==> config.mk <==
export PLATFORM = sky130hd
export DESIGN_NAME = fetch_unit_flat
export DESIGN_NICKNAME = d
export VERILOG_FILES = /design/src/rtl/fetch_unit_if.sv /design/src/rtl/fetch_unit.sv /design/src/flat_wrapper.sv
export SDC_FILE = /design/constraint.sdc
export NUM_CORES = 1
export LEC_CHECK = 0
export ABC_CLOCK_PERIOD_IN_PS = 5400
export CORE_UTILIZATION = 52
export CTS_BUF_LIST = sky130_fd_sc_hd__clkbuf_16
export DETAILED_ROUTE_END_ITERATION = 8
export GPL_TIMING_DRIVEN = 0
export HOLD_SLACK_MARGIN = 0.06
export PLACE_DENSITY_LB_ADDON = 0.15
export REMOVE_ABC_BUFFERS = 1
export SLEW_MARGIN = 20
export SYNTH_ARGS = -nofsm -noshare
export SYNTH_HDL_FRONTEND = slang
export SYNTH_SLANG_ARGS = --single-unit
==> constraint.sdc <==
create_clock -name clk -period 5.4 [get_ports clk]
set_input_delay 1.08 -clock clk [delete_from_list [all_inputs] [get_ports clk]]
set_output_delay 1.08 -clock clk [all_outputs]
set_load 0.05 [all_outputs]
==> src/rtl/fetch_unit_if.sv <==
// fetch_unit_if: bundles the fetch stage's signals toward execution and instruction memory.
//   redirect_v_i/redirect_pc_i : taken-branch redirect from execution
//   imem_req_o/imem_addr_o     : fetch request and word-aligned address
//   imem_gnt_i                 : request accepted this cycle
//   imem_rvalid_i/imem_rdata_i : in-order instruction response
//   inst_v_o/inst_o/pc_o       : fetched instruction and its PC to execution
// master = fetch unit side, slave = execution/memory side.
interface fetch_unit_if;
    logic        redirect_v_i;
    logic [31:0] redirect_pc_i;
    logic        imem_req_o;
    logic [31:0] imem_addr_o;
    logic        imem_gnt_i;
    logic        imem_rvalid_i;
    logic [31:0] imem_rdata_i;
    logic        inst_v_o;
    logic [31:0] inst_o;
    logic [31:0] pc_o;

    modport master (
        input  redirect_v_i, redirect_pc_i, imem_gnt_i, imem_rvalid_i, imem_rdata_i,
        output imem_req_o, imem_addr_o, inst_v_o, inst_o, pc_o
    );

    modport slave (
        output redirect_v_i, redirect_pc_i, imem_gnt_i, imem_rvalid_i, imem_rdata_i,
        input  imem_req_o, imem_addr_o, inst_v_o, inst_o, pc_o
    );
endinterface

==> src/rtl/fetch_unit.sv <==
// fetch_unit: instruction fetch stage.
// Issues sequential, pipelined word fetches to instruction memory (at most MAX_OUTSTANDING
// unanswered), pairs each response with its PC through a small PC queue and registers the pair
// toward execution. A redirect from execution squashes everything in flight or buffered.
// Ports:
//   clk   : clock
//   reset : synchronous, active-high reset
//   bus   : fetch_unit_if.master (redirect in, imem request/response, instruction out)
module fetch_unit #(
    parameter logic [31:0] RESET_PC        = 32'h0000_0000,
    parameter int unsigned MAX_OUTSTANDING = 2
) (
    input  logic         clk,
    input  logic         reset,
    fetch_unit_if.master bus
);

    localparam int unsigned CW = $clog2(MAX_OUTSTANDING + 1);
    localparam int unsigned PW = (MAX_OUTSTANDING > 1) ? $clog2(MAX_OUTSTANDING) : 1;
    localparam logic [CW-1:0] CntMax  = CW'(MAX_OUTSTANDING);
    localparam logic [PW-1:0] PtrLast = PW'(MAX_OUTSTANDING - 1);

    logic [31:0]   fetch_pc_q, fetch_pc_d;
    logic [CW-1:0] cnt_q, cnt_d;
    logic [CW-1:0] dcnt_q, dcnt_d;
    logic [PW-1:0] wr_ptr_q, wr_ptr_d;
    logic [PW-1:0] rd_ptr_q, rd_ptr_d;
    logic [31:0]   pc_fifo_q [MAX_OUTSTANDING];
    logic          inst_v_q, inst_v_d;
    logic [31:0]   inst_q, inst_d;
    logic [31:0]   pc_q, pc_d;

    logic req, accept, resp, discard, keep;

    function automatic logic [PW-1:0] ptr_inc(input logic [PW-1:0] p);
        return (p == PtrLast) ? '0 : p + 1'b1;
    endfunction

    assign req     = !reset && !bus.redirect_v_i && (cnt_q < CntMax);
    assign accept  = req && bus.imem_gnt_i;
    // A response with nothing outstanding is unsolicited and ignored entirely.
    assign resp    = bus.imem_rvalid_i && (cnt_q != '0);
    assign discard = resp && (dcnt_q != '0);
    // Responses landing in a redirect cycle belong to the squashed path.
    assign keep    = resp && (dcnt_q == '0) && !bus.redirect_v_i;

    always_comb begin
        fetch_pc_d = fetch_pc_q;
        cnt_d      = cnt_q;
        dcnt_d     = dcnt_q;
        wr_ptr_d   = wr_ptr_q;
        rd_ptr_d   = rd_ptr_q;
        inst_v_d   = keep;
        inst_d     = inst_q;
        pc_d       = pc_q;

        if (bus.redirect_v_i) begin
            fetch_pc_d = {bus.redirect_pc_i[31:2], 2'b00};
            wr_ptr_d   = '0;
            rd_ptr_d   = '0;
            // No request in a redirect cycle, so only the response can change cnt. Everything
            // still outstanding afterwards is wrong-path and must be dropped on return.
            cnt_d      = cnt_q - CW'(resp);
            dcnt_d     = cnt_q - CW'(resp);
        end else begin
            cnt_d = cnt_q + CW'(accept) - CW'(resp);
            if (accept) begin
                fetch_pc_d = fetch_pc_q + 32'd4;
                wr_ptr_d   = ptr_inc(wr_ptr_q);
            end
            if (discard) begin
                dcnt_d = dcnt_q - 1'b1;
            end
            if (keep) begin
                rd_ptr_d = ptr_inc(rd_ptr_q);
                inst_d   = bus.imem_rdata_i;
                pc_d     = pc_fifo_q[rd_ptr_q];
            end
        end
    end

    always_ff @(posedge clk) begin
        if (reset) begin
            fetch_pc_q <= RESET_PC;
            cnt_q      <= '0;
            dcnt_q     <= '0;
            wr_ptr_q   <= '0;
            rd_ptr_q   <= '0;
            inst_v_q   <= 1'b0;
            inst_q     <= '0;
            pc_q       <= '0;
        end else begin
            fetch_pc_q <= fetch_pc_d;
            cnt_q      <= cnt_d;
            dcnt_q     <= dcnt_d;
            wr_ptr_q   <= wr_ptr_d;
            rd_ptr_q   <= rd_ptr_d;
            inst_v_q   <= inst_v_d;
            inst_q     <= inst_d;
            pc_q       <= pc_d;
        end
    end

    // Queue storage needs no reset: occupancy is tracked by the pointers and counters.
    always_ff @(posedge clk) begin
        if (accept) begin
            pc_fifo_q[wr_ptr_q] <= fetch_pc_q;
        end
    end

    assign bus.imem_req_o  = req;
    assign bus.imem_addr_o = fetch_pc_q;
    // Combinational kill: execution samples the instruction at the same edge its redirect acts.
    assign bus.inst_v_o    = inst_v_q && !bus.redirect_v_i && !reset;
    assign bus.inst_o      = inst_q;
    assign bus.pc_o        = pc_q;

endmodule

==> src/flat_wrapper.sv <==
// flat-port wrapper written by rule: the top's interface ports become plain ports
module fetch_unit_flat 
#(
    parameter logic [31:0] RESET_PC        = 32'h0000_0000,
    parameter int unsigned MAX_OUTSTANDING = 2
)
  (clk, reset, bus_redirect_v_i, bus_redirect_pc_i, bus_imem_gnt_i, bus_imem_rvalid_i, bus_imem_rdata_i, bus_imem_req_o, bus_imem_addr_o, bus_inst_v_o, bus_inst_o, bus_pc_o);
  fetch_unit_if bus_i ();
  input  logic clk;
  input  logic reset;
  input wire logic [$bits(bus_i.redirect_v_i)-1:0] bus_redirect_v_i;
  input wire logic [$bits(bus_i.redirect_pc_i)-1:0] bus_redirect_pc_i;
  input wire logic [$bits(bus_i.imem_gnt_i)-1:0] bus_imem_gnt_i;
  input wire logic [$bits(bus_i.imem_rvalid_i)-1:0] bus_imem_rvalid_i;
  input wire logic [$bits(bus_i.imem_rdata_i)-1:0] bus_imem_rdata_i;
  output wire logic [$bits(bus_i.imem_req_o)-1:0] bus_imem_req_o;
  output wire logic [$bits(bus_i.imem_addr_o)-1:0] bus_imem_addr_o;
  output wire logic [$bits(bus_i.inst_v_o)-1:0] bus_inst_v_o;
  output wire logic [$bits(bus_i.inst_o)-1:0] bus_inst_o;
  output wire logic [$bits(bus_i.pc_o)-1:0] bus_pc_o;
  assign bus_i.redirect_v_i = bus_redirect_v_i;
  assign bus_i.redirect_pc_i = bus_redirect_pc_i;
  assign bus_i.imem_gnt_i = bus_imem_gnt_i;
  assign bus_i.imem_rvalid_i = bus_imem_rvalid_i;
  assign bus_i.imem_rdata_i = bus_imem_rdata_i;
  assign bus_imem_req_o = bus_i.imem_req_o;
  assign bus_imem_addr_o = bus_i.imem_addr_o;
  assign bus_inst_v_o = bus_i.inst_v_o;
  assign bus_inst_o = bus_i.inst_o;
  assign bus_pc_o = bus_i.pc_o;
  fetch_unit #(.RESET_PC(RESET_PC), .MAX_OUTSTANDING(MAX_OUTSTANDING)) u_core (.clk(clk), .reset(reset), .bus(bus_i));
endmodule
* Word level (Yosys, flattened, before mapping)
Memory sizes are Yosys's and may differ from the RTL's. A register that Yosys moved wholly into a read port is not among the register bits.
Index checks and enable logic that the tools add are counted.
W data, S select, Z words.
** Cells by class
- Reduce and logical (&&, ||, !) cells :: 18
- $lt $le $gt $ge :: 1
- Add/subtract/negate cells :: 7
- Muxes and demuxes :: 9
- Bitwise operators :: 1
** Operators with widths (number)
- $mux W32 :: 2
- $add A32 B3 Y32 const B :: 1
- $logic_and A1 B1 Y1 :: 9
- $reduce_bool A2 Y1 :: 4
- $mux W2 :: 3
- $mux W1 :: 4
- $sub A2 B1 Y2 :: 2
- $add A1 B1 Y1 const B :: 2
- $add A2 B1 Y2 :: 1
- $logic_not A1 Y1 :: 2
- $logic_not A2 Y1 :: 1
- $lt A2 B2 Y1 const B :: 1
- $reduce_and A2 Y1 :: 1
- $reduce_or A2 Y1 :: 1
- $sub A2 B1 Y2 const B :: 1
- $not A1 Y1 :: 1
** Word-level totals
- Memories kept :: 1
- Output and inout port bits :: 98
- Register bits :: 71
- Word-level logic and storage cells :: 45
- Bits of input ports :: 69
- Bits in writable memories :: 64
** Memory list
- u_core.pc_fifo_q :: words 2, width 32, read ports 1, clocked after Yosys merged registers in 1, write ports 1, line fetch_unit.sv:28 : logic [31:0] pc_fifo_q [MAX_OUTSTANDING];

* Longest topological paths before layout
- Depth in word-level cells :: 7
- Mapped depth :: 8
- Mapped depth without buffers :: 6

* Least setup slack after synthesis
OpenSTA, ideal clock, no wires.
- Path type :: input -> register
- From :: input bus_redirect_v_i
- To :: memory u_core.pc_fifo_q[0][10], enable pin
- Library setup time :: 0.417 ns
- Setup slack :: 1.626 ns
- Stages :: 4
- Path buffers :: 2
- Arrival time :: 3.357 ns
- Required time :: 4.983 ns
- Path through :: buf_2 -> or4b_2 -> clkbuf_1 -> nor2_1
** On the way
- Longest elaborated chain between the ends :: 6
** Ends and longest elaborated chain
- from (decl) :: line flat_wrapper.sv:11 : input wire logic [$bits(bus_i.redirect_v_i)-1:0] bus_redirect_v_i;
- $logic_not A1 Y1 :: line fetch_unit.sv:39 : assign req = !reset && !bus.redirect_v_i && (cnt_q < CntMax);
- $logic_and A1 B1 Y1 (2 in a row) :: line fetch_unit.sv:39
- $logic_and A1 B1 Y1 :: line fetch_unit.sv:40 : assign accept = req && bus.imem_gnt_i;
- $mux W1 :: line fetch_unit.sv:106 : if (accept) begin
- $mux W1 (not written as such) :: line fetch_unit.sv:107 : pc_fifo_q[wr_ptr_q] <= fetch_pc_q;
- to (decl) :: line fetch_unit.sv:28
Every way passes these cells.

* Worst setup path in the final report
- From :: input bus_redirect_v_i
- To :: output bus_imem_req_o
** On the way
- Longest elaborated chain between the ends :: 3
** Ends and longest elaborated chain
- $logic_not A1 Y1 :: line fetch_unit.sv:39
- $logic_and A1 B1 Y1 (2 in a row) :: line fetch_unit.sv:39
- to (decl) :: line flat_wrapper.sv:16 : output wire logic [$bits(bus_i.imem_req_o)-1:0] bus_imem_req_o;
Every way passes these cells.

==> results.md <==
- The run finished with clean final reports.
- Of the synthesized area, sequential elements account for roughly 59%.
- Setup repair after global routing left no endpoint under its margin.
- By area the synthesized netlist is led by sky130_fd_sc_hd__dfxtp_1 31%, sky130_fd_sc_hd__edfxtp_1 28%, sky130_fd_sc_hd__a211oi_1 5.0%, sky130_fd_sc_hd__nand2_1 5.0%, sky130_fd_sc_hd__mux2i_1 4.8%.
- The post-cts gate resize count is 0.
- At the end of routability-driven placement, the weighted congestion stood at just over 0.8.
- In the finished design, the share of the clock period the worst path needs comes to ~70%.
- The routed design has approximately 15 mm of wire.
- The worst ir drop on vdd is 0.2191 mV.
- After the first detailed-routing iteration, the DRC count stood at between 200 and 300.
- The count of buffers added on input and output ports is 160.
- Traced cell by cell, the critical path runs through buf_2 -> or2_2 -> nor2_1 -> clkdlybuf4s50_1.
- The worst hold margin is ~0.45 ns.
- The slowest stage of the critical path is the sky130_fd_sc_hd__clkdlybuf4s50_1 cell.
- The critical path start-end classification is primary input to output pin.
- The worst path meets setup with between 1.5 and 2 ns of slack.
- The initial antenna violation count is 0.
- The wire-length estimate of the detail-placed layout is 10.29 mm.
- The synthesized design contains 60 enable-type register cells.
- The worst setup path is launched from a primary input.
- The TritonCTS clock tree is done.
- The min-delay analysis places its worst path in the category register to register.
- The worst setup path is captured at an output pin.
- The number of buffers and inverters on the critical path is 2.
- The average wire per cell in the routed design is around 17 um.
- The die extent in y is 113.2 um.
- At the pin with the least slew margin, the transition time is ~0.93 ns.
- The total area of multi-input combinational cells is between 2000 and 2500 um^2.
- Summed over all cells, the static leakage comes to 2.896 nW.
- In this run the number of H-tree levels came out at 4.
- On the worst path, the slowest cell contributes a delay of between 0.8 and 0.9 ns.
- The mapped cell area is ~6400 um^2.
- The area growth from synthesis to layout is 36.73%.
- The I/O pin total is roughly 170.
- The fill cell total of the finished layout is around 890.
- The count of hold buffers inserted by post-cts repair is 0.
- The number of max-slew violations in the final report is 0.
- The count of final hold-check violations is 0.
- The number of sinks driven by the clock tree is 159.
- The maximum fanout encountered on the critical timing path is 36.
- The headroom to the max-slew limit is between 30 and 40%.
- The number of setup buffers added after CTS is 0.
- The number of global-route vias before repair is roughly 5000.
- The mean instance size in the synthesized netlist is slightly above 10 um^2.
- The number of rows in the core area is 40.
- After global routing the overflow that remains totals 0.
- The clock-pin transition on the worst setup and hold timing paths is 0.06 ns.
- The highest clock rate is ~260 MHz.
- The prevailing post-synth register cell is sky130_fd_sc_hd__dfxtp_1.
- The root buffer selected by CTS is sky130_fd_sc_hd__clkbuf_16.
- Dividing total power by cell area gives a power density of about 320 nW/um^2.
- Cells with a size suffix above 1 make up approximately 6.6% of the layout.
- Across the run, the number of max-cap violations was 0.
- The cell type with the highest aggregate area in the netlist is sky130_fd_sc_hd__dfxtp_1.
- Yosys printed 0 warnings.
- The core area is between 10000 and 15000 um^2.
- In this run the horizontal extent of the chip is about 110 um.
- The maximum count of clock buffers along a single path is 2.
- Timing analysis after detailed placement gives a worst setup slack of ~1.6 ns.
- Detailed routing inserted a total of between 5000 and 6000 vias.
- The data arrival time of the critical path is 2.74 ns.
- STA puts the critical path data required time at around 4.3 ns.
- The first global-routing pass estimated 24.63 mm of wire.
- Clock tree synthesis inserted a total of 17 buffers.
- The clock skew is roughly 0.0090 ns.
- Using the TritonRoute via totals, the vias-per-cell ratio works out to ~5.7.
- The total global routing track utilization is between 20% and 30%.
- The total of flip-flops plus latches after synthesis is about 160.
- Synthesis produced ~620 cells.
- The number of antenna diodes in the final layout is 0.
- In the final design database the tool counted roughly 840 nets.
- The pre-antenna-repair detailed-routing pass consisted of 5 iterations.
- The number of setup violations in the final report is 0.
- After synthesis, the largest area contributor takes up 30.84% of total cell area.
- The clock period minus final worst setup slack is roughly 3.8 ns.
- Broken down by cell family, the worst path's largest delay share belongs to buffers and inverters.
- The remaining antenna violation count is 0.
- Entering global routing, the biggest net connects between 50 and 60 pins.
- The number of unique standard cell types used by synthesis is 53.
- The clock insertion delay at the later pin of the skew report is roughly 0.42 ns.
- After synthesis, the share of flip-flops with an asynchronous set or reset is 0%.
- The number of remaining DRC errors is 0.
- The footprint of the flip-flops and latches is about 3800 um^2.
- The die covers 12810 um^2.
- The initial utilization of the core area, before any placement, comes to between 50% and 60%.
## tightest hold or removal path, stage by stage (launching register included)
cell and delay, ns:
sky130_fd_sc_hd__dfxtp_1 0.30, sky130_fd_sc_hd__nand2_1 0.05, sky130_fd_sc_hd__a21oi_1 0.05
## per-stage QoR
stage                     cells  total power, mW  instance area, um^2  util (%)  TNS (ns)
after floorplan             578            1.504                 6247         -         0
after global placement      885            1.644                 8033     66.88   -203.59
after detailed placement    891            1.652                 8178     68.08         0
after CTS                   923            2.852                 8780     73.09         0
after global routing        923            2.929                 8788     73.17         0
final                       923            2.841                 8788     73.17         0
## layer usage
layer  GRT usage, %  part of all wire (%)
met1          29.89                    41
met2          42.78                    50
met3          5.035                   6.7
met4          11.40                   1.6
met5              0                     0
## cell usage in the layout (no fill, tap or decap), drive strengths merged, types with 5 or more instances in the layout
master / n
dfxtp: 99
and3: 5
o211ai: 6
clkinv: 7
a31oi: 6
nand2: 86
buf: 8
nand3: 9
a211oi: 43
a21oi: 42
inv: 14
nor3: 6
xor2: 6
edfxtp: 60
xnor2: 9
nand4: 12
clkdlybuf4s50: 158
nor4: 10
mux2i: 31
nor2: 64
and2: 7
or4: 6
o21ai: 6
clkbuf: 17
## final timing paths
check | startpoint | to | slack [ns] | depth (start not counted)
max | bus_redirect_v_i | bus_imem_req_o | 1.58 | 4
min | u_core.bus.inst_o[17] | u_core.bus.inst_o[17] | 0.45 | 2
max reg2reg | u_core.cnt_q[1] | u_core.pc_fifo_q[1][16] | 2.88 | 4
min reg2reg | u_core.bus.inst_o[17] | u_core.bus.inst_o[17] | 0.45 | 2
## power by group
part | leakage [nW] | internal [mW] | total (mW) | switching, mW
Sequential | 1.37 | 1.28 | 1.32 | 0.0422
Clock | 0.290 | 0.761 | 1.21 | 0.450
Combinational | 1.24 | 0.122 | 0.305 | 0.183
## area by class of cell
cell class / instances / area share, %
multi-input cells: 406 / 27.76
well taps: 147 / 2.093
flip-flops and latches: 159 / 43.07
clock buffers: 17 / 4.841
clock inverters: 15 / 2.007
repair buffers: 166 / 19.68
inverters: 13 / 0.5552
## state kept, by name (all words and copies together), names as in the netlist
register / cells
u_core.bus.imem_addr_o: 30
u_core.bus.inst_o: 32
u_core.bus.pc_o: 30
u_core.cnt_q: 2
u_core.dcnt_q: 2
u_core.inst_v_q: 1
u_core.pc_fifo_q: 60
u_core.rd_ptr_q: 1
u_core.wr_ptr_q: 1
## cell families (layout without fill, tap and decap cells)
group,after synthesis,in the layout,synth area share [%]
compound gates,127,127,13.22
mux,31,31,4.828
simple gates,226,226,16.66
buf+inv,59,211,3.737
other cells,1,4,0.05834
xor+xnor,15,15,2.044
flops,159,159,58.87
fa+ha+maj,3,3,0.5841
## cell usage after synthesis (3+ instances only)
master,count
sky130_fd_sc_hd__dfxtp_1,99
sky130_fd_sc_hd__nand2_1,86
sky130_fd_sc_hd__nor2_1,64
sky130_fd_sc_hd__edfxtp_1,60
sky130_fd_sc_hd__a211oi_1,43
sky130_fd_sc_hd__a21oi_1,42
sky130_fd_sc_hd__clkbuf_1,33
sky130_fd_sc_hd__mux2i_1,31
sky130_fd_sc_hd__inv_1,12
sky130_fd_sc_hd__nand4_1,12
sky130_fd_sc_hd__nor4_1,10
sky130_fd_sc_hd__xnor2_1,9
sky130_fd_sc_hd__and2_1,7
sky130_fd_sc_hd__nand3_1,7
sky130_fd_sc_hd__a31oi_1,6
sky130_fd_sc_hd__buf_1,6
sky130_fd_sc_hd__nor3_1,6
sky130_fd_sc_hd__o211ai_1,6
sky130_fd_sc_hd__o21ai_0,6
sky130_fd_sc_hd__xor2_1,6
sky130_fd_sc_hd__and3_1,5
sky130_fd_sc_hd__or4_1,5
sky130_fd_sc_hd__a311oi_1,4
sky130_fd_sc_hd__and4_1,4
sky130_fd_sc_hd__buf_4,4
sky130_fd_sc_hd__a2111oi_0,3
sky130_fd_sc_hd__a221oi_1,3
sky130_fd_sc_hd__buf_2,3
sky130_fd_sc_hd__ha_1,3
sky130_fd_sc_hd__nand2b_1,3
sky130_fd_sc_hd__nand4b_1,3
sky130_fd_sc_hd__o31ai_1,3
sky130_fd_sc_hd__or2_2,3
Power figures use the tool's default switching activity.
